### config.mk
export PLATFORM = sky130hd
export DESIGN_NAME = toggle_ctrl
export DESIGN_NICKNAME = d
export VERILOG_FILES = /design/src/rtl/toggle_pkg.sv /design/src/rtl/toggle_ch.sv /design/src/rtl/toggle_ctrl.sv
export SDC_FILE = /design/constraint.sdc
export NUM_CORES = 1
export LEC_CHECK = 0
export CORE_UTILIZATION = 49
export DETAILED_ROUTE_END_ITERATION = 10
export GPL_TIMING_DRIVEN = 0
export PLACE_DENSITY = 0.82
export SLEW_MARGIN = 20
export SYNTH_ARGS = -nofsm -noshare
export SYNTH_HDL_FRONTEND = slang
export SYNTH_HIERARCHICAL = 1
export SYNTH_SLANG_ARGS = --single-unit
### constraint.sdc
create_clock -name clk -period 1.6 [get_ports clk]
set_input_delay 0.32 -clock clk [delete_from_list [all_inputs] [get_ports clk]]
set_output_delay 0.32 -clock clk [all_outputs]
set_load 0.05 [all_outputs]
### src/rtl/toggle_pkg.sv
// Shared definitions for the toggle_ctrl button controller: mode encodings,
// default parameter values and the debounce counter width helper.
package toggle_pkg;

   localparam int unsigned DEF_N_CH       = 4;
   localparam int unsigned DEF_DEB_CYCLES = 4;

   typedef enum logic {
      MODE_TOGGLE = 1'b0,
      MODE_HOLD   = 1'b1
   } mode_e;

   // Wide enough to hold the value DEB_CYCLES itself.
   function automatic int unsigned deb_cnt_width(input int unsigned deb_cycles);
      return $clog2(deb_cycles + 1);
   endfunction

endpackage : toggle_pkg

### src/rtl/toggle_ch.sv
// One button channel: 2-flop synchroniser, counter debounce, rising-edge
// press pulse and toggle/hold enable state.
module toggle_ch
   import toggle_pkg::*;
#(
   parameter int unsigned DEB_CYCLES = DEF_DEB_CYCLES
)
(
   input  logic clk,
   input  logic rst_n,
   input  logic in,
   input  logic mode,
   input  logic clr,
   output logic state,
   output logic press
);

   localparam int unsigned    CW       = deb_cnt_width(DEB_CYCLES);
   localparam logic [CW-1:0] CNT_LAST = CW'(DEB_CYCLES - 1);

   logic [1:0]    sync_q;
   logic          deb;
   logic [CW-1:0] cnt;

   logic differ;
   logic accept;
   logic rise;
   logic deb_next;
   logic state_next;

   // Acceptance is decided combinationally so deb, press and state all
   // change on the same edge that completes the stable run.
   always_comb begin
      differ     = sync_q[1] ^ deb;
      accept     = differ && (cnt == CNT_LAST);
      rise       = accept && sync_q[1];
      deb_next   = accept ? sync_q[1] : deb;
      state_next = state;
      if (clr) begin
         state_next = 1'b0;
      end else if (mode_e'(mode) == MODE_HOLD) begin
         state_next = deb_next;
      end else if (rise) begin
         state_next = ~state;
      end
   end

   always_ff @(posedge clk or negedge rst_n) begin
      if (!rst_n) begin
         sync_q <= '0;
         deb    <= 1'b0;
         cnt    <= '0;
         press  <= 1'b0;
         state  <= 1'b0;
      end else begin
         sync_q <= {sync_q[0], in};
         deb    <= deb_next;
         if (!differ || accept) begin
            cnt <= '0;
         end else begin
            cnt <= cnt + CW'(1);
         end
         press <= rise;
         state <= state_next;
      end
   end

endmodule : toggle_ch

### src/rtl/toggle_ctrl.sv
// Multi-channel debounced toggle/hold button controller; per-channel logic
// lives in toggle_ch, this level only fans out clr and registers any_en.
module toggle_ctrl
   import toggle_pkg::*;
#(
   parameter int unsigned N_CH       = DEF_N_CH,
   parameter int unsigned DEB_CYCLES = DEF_DEB_CYCLES
)
(
   input  logic            clk,
   input  logic            rst_n,
   input  logic [N_CH-1:0] in,
   input  logic [N_CH-1:0] mode,
   input  logic            clr,
   output logic [N_CH-1:0] state,
   output logic [N_CH-1:0] count_en,
   output logic [N_CH-1:0] press,
   output logic            any_en
);

   logic [N_CH-1:0] clr_fan;

   assign clr_fan  = {N_CH{clr}};
   assign count_en = state;

   for (genvar g = 0; g < N_CH; g++) begin : g_ch
      toggle_ch #(
         .DEB_CYCLES (DEB_CYCLES)
      ) u_ch (
         .clk   (clk),
         .rst_n (rst_n),
         .in    (in[g]),
         .mode  (mode[g]),
         .clr   (clr_fan[g]),
         .state (state[g]),
         .press (press[g])
      );
   end

   always_ff @(posedge clk or negedge rst_n) begin
      if (!rst_n) begin
         any_en <= 1'b0;
      end else begin
         any_en <= |state;
      end
   end

endmodule : toggle_ctrl

== Word-level counts from Yosys, hierarchy flattened ==
Index checks and enable logic that the tools add are counted.

* Register bits after elaboration: 33
* Input port bits: 11
* Output and inout port bits: 13
* Logic and storage cells: 78

* $add $sub $neg: 4
* Equality and inequality tests: 4
* Muxes and demuxes: 20
* Bitwise logic cells: 8
* Reductions and logical operators: 21

{| class="wikitable"
|+ Operators by type and width
! cell !! count
|-
| two-way mux 1 bit || 16
|-
| adder 3 x 1 -> 3 bit (second input constant) || 4
|-
| == test 3 x 2 -> 1 bit (second input constant) || 4
|-
| two-way mux 3 bit || 4
|-
| nonzero test 3 bit || 4
|-
| logical AND 1 bit || 8
|-
| logical NOT 1 bit || 4
|-
| logical OR 1 bit || 4
|-
| inverter 1 bit || 4
|-
| OR reduction 4 bit || 1
|-
| bitwise XOR 1 bit || 4
|}

== Depth between registers and ports, before layout ==
Gate-level depths: netlist (run 1).

* Word-level depth: 6
* Mapped depth: 5
* Mapped depth without buffers: 5

== By module ==
Netlist (run 1), hierarchy kept.

{| class="wikitable"
|+ Modules (own cells, without submodules)
! module !! instances !! cells each !! area each (um2) !! sequential area each (um2)
|-
| toggle_ch || 4 || 28 || 325.3 || 200.2
|-
| toggle_ctrl || 1 || 6 || 62.6 || 25.0
|}

== Least setup slack after synthesis (run 1) ==
No wires, ideal clock.

* Path kind: reg-to-output
* From: register g_ch[0].u_ch.state
* To: output port state[0]
* Arrival time: 0.970 ns
* Required time: 1.280 ns
* Slack: 0.310 ns
* Cell stages (with the launch flop): 2
* Buffers on the path: 1
* Path through: dfrtp_1 buf_4

{| class="wikitable"
|+ RTL lines
! item !! line !! source
|-
| start: declaration || toggle_ch.sv:14 || <nowiki>output logic state,</nowiki>
|-
| start signal: assignment || toggle_ch.sv:64 || <nowiki>state <= state_next;</nowiki>
|-
| end: declaration || toggle_ctrl.sv:15 || <nowiki>output logic [N_CH-1:0] state,</nowiki>
|}

No word-level cell between the ends.

== Worst setup path in the final report (run 1) ==
* From: register g_ch[3].u_ch.state
* To: output port count_en[3]

{| class="wikitable"
|+ RTL lines
! item !! line !! source
|-
| start: declaration || toggle_ch.sv:14 ||
|-
| start signal: assignment || toggle_ch.sv:64 ||
|-
| end: declaration || toggle_ctrl.sv:16 || <nowiki>output logic [N_CH-1:0] count_en,</nowiki>
|}

No word-level cell between the ends.

==> results of run 1 <==
==> what timing repair did <==
action / CTS / global route
gates resized for setup: 34 / 1
gates cloned: 0 / 0
endpoints found under the setup margin: 13 / 1
pin swaps: 0 / 0
endpoints found under the hold margin: 0 / 0
==> sequential cells by signal, summed over array words and instances, names as in the netlist <==
name              flops
g_ch.u_ch/sync_q      8
any_en                1
g_ch.u_ch/press       4
g_ch.u_ch/state       4
g_ch.u_ch/deb         4
g_ch.u_ch/cnt        12
==> layer usage <==
metal	part of all wire (%)	track usage (%)	wire, µm	up-vias
met4	2.4	10.3	51	0
met3	7.1	8.33	152	6
met5	0	0	0	-
li1	-	-	-	449
met1	41	18.4	864	428
met2	50	28.5	1060	26
==> per-stage QoR <==
| step | hold slack, ps | TNS [ps] | setup slack [ps] | util (%) |
|---|---|---|---|---|
| 5_1_grt | 67.9 | 0 | 7.44 | 65.5 |
| 6_report | 15.9 | 0 | 71.5 | 65.5 |
| 3_3_place_gp | 332 | -12570 | -374 | 64.1 |
| 4_1_cts | 31.9 | 0 | 1.24 | 65.7 |
| 3_5_place_dp | 335 | -337 | -98.4 | 63.9 |
| 2_1_floorplan | 24.4 | 0 | 310 | - |
==> Yosys cell counts (all sizes together) <==
library cell and n:
or4 1, buf 4, nor3b 4, xor2 4, nor2 16, a21oi 4
o21ai 8, o32a 4, inv 16, dfrtp 33, mux2i 4, a22o 4
nand2b 4, nand2 4, ha 8
==> layout make-up <==
cell class | instances | area (µm²) | share of cell area [%]
clock inverter | 3 | 17.5 | 1.05
timing repair buffer | 23 | 209 | 12.5
inverter | 16 | 60.1 | 3.60
multi-input combinational | 65 | 448 | 26.9
buffer | 4 | 30.0 | 1.80
sequential | 33 | 827 | 49.6
clock buffer | 5 | 37.5 | 2.25
tap | 30 | 37.5 | 2.25
==> power groups by stage <==
stage          registers, mW  logic [mW]  clock network (mW)
3_5_place_dp            1.25        1.07                   0
6_report                1.23        1.03               0.446
3_3_place_gp            1.23        1.03                   0
2_1_floorplan           1.39       0.595                   0
5_1_grt                 1.26        1.15               0.497
4_1_cts                 1.23        1.05               0.466
==> cells by family after synthesis <==
group	share of synthesized area, %
adder cells (fa/ha/maj)	7.34
AO/OA/AOI/OAI	9.91
multiplexers	2.94
flip-flops	60.6
AND/OR/NAND/NOR	10.1
XOR/XNOR	2.57
buffers and inverters	6.61
==> final timing paths <==
path | to | slack, ps | cells after the start
worst max-delay path | count_en[3] | 70 | 1
worst min-delay path | g_ch[2].u_ch/cnt[1]$_DFF_PN0_ | 20 | 1
worst max register to register | g_ch[2].u_ch/state$_DFFE_PN0P_ | 190 | 5
worst min register to register | g_ch[3].u_ch/sync_q[1]$_DFF_PN0_ | 360 | 0
max in group asynchronous | g_ch[2].u_ch/state$_DFFE_PN0P_ | 1100 | 1
min in group clk | g_ch[3].u_ch/sync_q[1]$_DFF_PN0_ | 360 | 0
==> parameters.txt, run 1 <==
Parameter                              Value

Route
  Avg WL per Cell ... 11.9 µm
  Initial DRT Pass Iterations ... 4
  Iteration-0 DRC count of the detailed router ... 12
  Mean number of vias per cell ... 5.08
  Post-detailed-route DRC marker count ... 0
  Total via count after detailed routing ... 909
  Post-route antenna net violation count ... 0
  Wire length after detailed routing ... 2130 µm

Power
  Peak VDD IR ... 1100 µV
  Switching power ... 1.09 mW
  Sequential share of power ... 45.4%
  Static Leakage ... 0.829 nW
  Logic gate share of total power ... 38.1%
  Switching power share of the total ... 40.4%
  Clock Power Share ... 16.5%
  Cell internal power dissipation ... 1.61 mW
  Total power after layout ... 2.71 mW
  PD cells ... 1620 nW/µm²

STA
  Period utilization ... 95.5%
  Max-slew headroom at the worst pin ... 53.9%
  Number of slew-limit violations in the final report ... 0
  Time the worst path needs with I/O delays and setup ... 1530 ps
  Measured slew at the worst slew-check pin ... 691 ps
  Final setup fails ... 0
  Setup repair after global routing missed its margin ... false
  Final Skew ... 9.94 ps
  Number of hold violations in the final report ... 0
  F_max ... 654 MHz

Run
  Number of max-cap violations ... 0

Die
  Placement row count ... 18
  Overall die height ... 54.8 µm
  Core region area ... 2540 µm²
  Overall die width ... 54.8 µm
  Num ports ... 24
  Initial core utilization ... 53.6%
  Overall die area ... 3000 µm²

Min path
  Class of the most critical hold timing path ... primary input to asynchronous set/reset pin

Worst setup path
  Critical path launch point type ... register
  Critical path buffer and inverter count ... 1
  Data required time of the worst path ... 1280 ps
  Worst r2r src ... g_ch[2].u_ch/cnt[0]$_DFF_PN0_
  Critical path's top delay family ... flip-flops
  CP startpoint ... g_ch[3].u_ch/state$_DFFE_PN0P_
  Largest driver fanout on the critical path ... 7
  Critical path's largest stage delay ... 470 ps
  Setup CP Type ... register to primary output
  Kind of end point of the critical path ... primary output
  Slowest cell on the critical path ... sky130_fd_sc_hd__dfrtp_1
  CP Cell Sequence ... clkdlybuf4s15_2
  Worst EP arrival ... 1210 ps

Synth
  Average footprint of a synthesized cell ... 11.6 µm²
  Post-synth top area share ... 60.6%
  Netlist cell types ... 16
  Post-Syn Area ... 1360 µm²
  Warnings from Yosys ... 6
  Sequential element share of the synthesized area ... 60.6%
  Gate count after technology mapping ... 118
  Number of register bits inferred by synthesis ... 33
  Area contributors post-synth ... sky130_fd_sc_hd__dfrtp_1, sky130_fd_sc_hd__ha_1, sky130_fd_sc_hd__inv_1
  Cell type with the highest aggregate area in the netlist ... sky130_fd_sc_hd__dfrtp_1
  Synthesized net count ... 137

Clocking
  Setup bufs post-CTS ... 0
  CTS Buf Count ... 5
  Clock Pin Slew Worst Setup and Hold Paths ... 100 ps
  Clock latency on the worst-skew pair ... 340 ps
  TritonCTS Sinks ... 33
  CTS tree ... done
  H-tree levels ... 2
  Clock tree root driver cell ... sky130_fd_sc_hd__clkbuf_4
  Clk buf depth ... 2
  Total of hold buffers inserted after clock tree synthesis ... 0

Global routing
  Total global-route track usage ... 17.6%
  Maximum number of pins on one net before global-route repair ... 34
  Antenna violations before repair ... 0
  First-pass GRT wire length ... 3400 µm
  Total global routing overflow ... 0
  Via count of the first global-routing pass ... 844

Cells and area
  Final-layout fill cell count ... 226
  Most used cells in the layout excluding fill and tap cells ... sky130_fd_sc_hd__dfrtp_1, sky130_fd_sc_hd__inv_1, sky130_fd_sc_hd__nor2_1
  Most common cell after layout, fill and taps aside ... sky130_fd_sc_hd__dfrtp_1
  Number of nets at the end of the flow ... 167
  Final cell count without fillers ... 179
  Layout Area Growth over Synthesis ... 22.2%
  Proportion of layout cells with a drive suffix above 1 ... 14.8%
  Final antenna diode count ... 0
  Layout Cell Area excl Fill ... 1670 µm²

Place
  # port buffers ... 23
  Final weighted congestion of routability-driven global placement ... 0.709
  DP HPWL ... 1500 µm
  Placed cells ... 171
  Area post-placement ... 1630 µm²

Run status
  Status ... completed
(Power assumes the default switching activity.)
==> run 2, diff against run 1 <==
--- a/config.mk
+++ b/config.mk
@@ -5,6 +5,7 @@
 export SDC_FILE = /design/constraint.sdc
 export NUM_CORES = 1
 export LEC_CHECK = 0
+export CORE_MARGIN = 10
 export CORE_UTILIZATION = 49
 export DETAILED_ROUTE_END_ITERATION = 10
 export GPL_TIMING_DRIVEN = 0
==> parameters.txt, run 2 (synthesis results as in run 1) <==
Parameter                              Value

Run status
  Status ... completed

Die
  Overall die width ... 72.8 µm (+33%)
  Overall die area ... 5290 µm² (+77%)
  Core region area ... 2710 µm² (+6.5%)
  Initial core utilization ... 50.3% (-3.3 points)
  Overall die height ... 72.8 µm (+33%)
  Placement row count ... 19 (+1)
  Num ports ... 24 (unchanged)

Power
  Switching power ... 1.07 mW (-2.4%)
  PD cells ... 1620 nW/µm² (-0.17%)
  Switching power share of the total ... 39.8% (-0.55 points)
  Logic gate share of total power ... 38.0% (about the same)
  Clock Power Share ... 16.0% (-0.5 points)
  Cell internal power dissipation ... 1.61 mW (-0.15%)
  Static Leakage ... 0.827 nW (-0.23%)
  Peak VDD IR ... 1120 µV (+1.7%)
  Sequential share of power ... 46.0% (+0.6 points)

Run
  Number of max-cap violations ... 0 (unchanged)

Worst setup path
  Setup CP Type ... register to primary output
  CP Cell Sequence ... clkdlybuf4s15_2
  Slowest cell on the critical path ... sky130_fd_sc_hd__dfrtp_1
  Data required time of the worst path ... 1280 ps (about the same)
  Kind of end point of the critical path ... primary output
  Largest driver fanout on the critical path ... 7 (unchanged)
  Critical path buffer and inverter count ... 1 (unchanged)
  Worst r2r src ... g_ch[3].u_ch/cnt[0]$_DFF_PN0_
  Critical path's largest stage delay ... 460 ps (about the same)
  Path depth of the worst reg2reg path ... 5 (unchanged)
  RR Endpoint ... g_ch[3].u_ch/state$_DFFE_PN0P_
  Critical path's top delay family ... flip-flops
  Critical path launch point type ... register
  Flop-to-flop setup slack ... 190 ps (about the same)
  Worst EP arrival ... 1200 ps (about the same)

Route
  Post-detailed-route DRC marker count ... 0 (unchanged)
  Mean number of vias per cell ... 4.95 (-2.5%)
  Iteration-0 DRC count of the detailed router ... 55 (+43)
  Avg WL per Cell ... 13.1 µm (+10%)
  Initial DRT Pass Iterations ... 4 (unchanged)
  Post-route antenna net violation count ... 0 (unchanged)
  Wire length after detailed routing ... 2360 µm (+11%)
  Total via count after detailed routing ... 891 (-2.0%)

Cells and area
  Most used cells in the layout excluding fill and tap cells ... sky130_fd_sc_hd__dfrtp_1, sky130_fd_sc_hd__inv_1, sky130_fd_sc_hd__nor2_1
  Final antenna diode count ... 0 (unchanged)
  Number of nets at the end of the flow ... 167 (unchanged)
  Register with the most flip-flops ... g_ch.u_ch/cnt
  Proportion of layout cells with a drive suffix above 1 ... 12.1% (-2.7 points)
  Top Registers ... g_ch.u_ch/cnt x12, g_ch.u_ch/sync_q x8
  Final cell count without fillers ... 180 (+0.56%)
  Layout Cell Area excl Fill ... 1650 µm² (-0.90%)
  Flip-flop count of the largest register, all copies and words added ... 12 (unchanged)
  Layout Area Growth over Synthesis ... 21.1%
  Final core utilization ... 60.9% (-4.5 points)
  Most common cell after layout, fill and taps aside ... sky130_fd_sc_hd__dfrtp_1

STA
  Number of slew-limit violations in the final report ... 0 (unchanged)
  Max-slew headroom at the worst pin ... 53.4% (-0.52 points)
  Measured slew at the worst slew-check pin ... 699 ps (+7.77 ps)
  Final Skew ... 2.99 ps (-6.94 ps)
  Period utilization ... 94.8% (-0.69 points)
  Setup repair after global routing missed its margin ... false
  Time the worst path needs with I/O delays and setup ... 1520 ps (-11.0 ps)
  Final setup fails ... 0 (unchanged)
  Number of hold violations in the final report ... 0 (unchanged)
  F_max ... 659 MHz (+0.73%)

Place
  DP HPWL ... 1730 µm (+15%)
  Area post-placement ... 1630 µm² (about the same)
  Placed cells ... 172 (+0.58%)
  Final weighted congestion of routability-driven global placement ... 0.667 (-5.9%)
  # port buffers ... 23 (unchanged)

Clocking
  TritonCTS Sinks ... 33 (unchanged)
  CTS tree ... done
  Setup bufs post-CTS ... 0 (unchanged)
  Clk buf depth ... 2 (unchanged)
  CTS Buf Count ... 5 (unchanged)
  H-tree levels ... 2 (unchanged)
  Clock Pin Slew Worst Setup and Hold Paths ... 90 ps (about the same)
  Clock latency on the worst-skew pair ... 320 ps (-20 ps)
  Clock tree root driver cell ... sky130_fd_sc_hd__clkbuf_4

Global routing
  Total global-route track usage ... 9.93% (-7.7 points)
  Total global routing overflow ... 0 (unchanged)
  Maximum number of pins on one net before global-route repair ... 34 (unchanged)
  Via count of the first global-routing pass ... 951 (+13%)
  First-pass GRT wire length ... 4020 µm (+18%)
  Antenna violations before repair ... 0 (unchanged)

Min path
  Class of the most critical hold timing path ... primary input to asynchronous set/reset pin
==> run 2: layout make-up <==
cell class	instances	area (µm²)
timing repair buffer	23	200
tap	31	38.8
fill	226	1060
multi-input combinational	65	448
clock buffer	8	48.8
inverter	16	60.1
buffer	4	30.0
sequential	33	826
==> run 2: metal layers <==
metal / vias up / wire length [µm] / GRT usage [%]
li1: 448 / - / -
met1: 418 / 950 / 9.18
met2: 20 / 1150 / 16.3
met3: 5 / 197 / 5.85
met4: 0 / 58 / 6.33
met5: - / 0 / 0
==> run 2: timing repair <==
item	4_1_cts	5_1_grt
hold buffers	0	0
gates resized for setup	34	2
endpoints found under the setup margin	13	1
==> run 2: power groups by stage <==
stage / clock, mW / sequential, mW / combinational [mW]
floorplan: 0 / 1.39 / 0.595
global placement: 0 / 1.23 / 1.03
detailed placement: 0 / 1.25 / 1.08
CTS: 0.448 / 1.23 / 1.04
global route: 0.496 / 1.26 / 1.14
finish: 0.428 / 1.23 / 1.02
==> run 2: worst max-delay path by stage <==
stage                                         from                       endpoint  cells after the start
floorplan           g_ch[0].u_ch/state$_DFFE_PN0P_                       state[0]                      1
global placement                             rst_n  g_ch[3].u_ch/cnt[1]$_DFF_PN0_                      1
finish              g_ch[0].u_ch/state$_DFFE_PN0P_                    count_en[0]                      1
CTS                 g_ch[2].u_ch/state$_DFFE_PN0P_                    count_en[2]                      1
global route        g_ch[0].u_ch/state$_DFFE_PN0P_                    count_en[0]                      1
detailed placement  g_ch[0].u_ch/state$_DFFE_PN0P_                       state[0]                      2
==> run 2: per-stage QoR <==
stage | setup slack, ps | power [mW] | hold WS (ps) | setup TNS (ps)
detailed placement | -93.2 | 2.33 | 336 | -364
finish | 82.6 | 2.68 | 32.8 | 0
CTS | 50.0 | 2.72 | 44.1 | 0
global route | 5.62 | 2.90 | 62.8 | 0
floorplan | 310 | 1.99 | 24.4 | 0
global placement | -363 | 2.26 | 333 | -12220
==> run 3, diff against run 2 <==
--- a/config.mk
+++ b/config.mk
@@ -7,6 +7,7 @@
 export LEC_CHECK = 0
 export CORE_MARGIN = 10
 export CORE_UTILIZATION = 49
+export CTS_CLUSTER_DIAMETER = 100
 export DETAILED_ROUTE_END_ITERATION = 10
 export GPL_TIMING_DRIVEN = 0
 export PLACE_DENSITY = 0.82
==> results of run 3 <==
No change in the layout: final DEF, timing and power equal those of run 2.
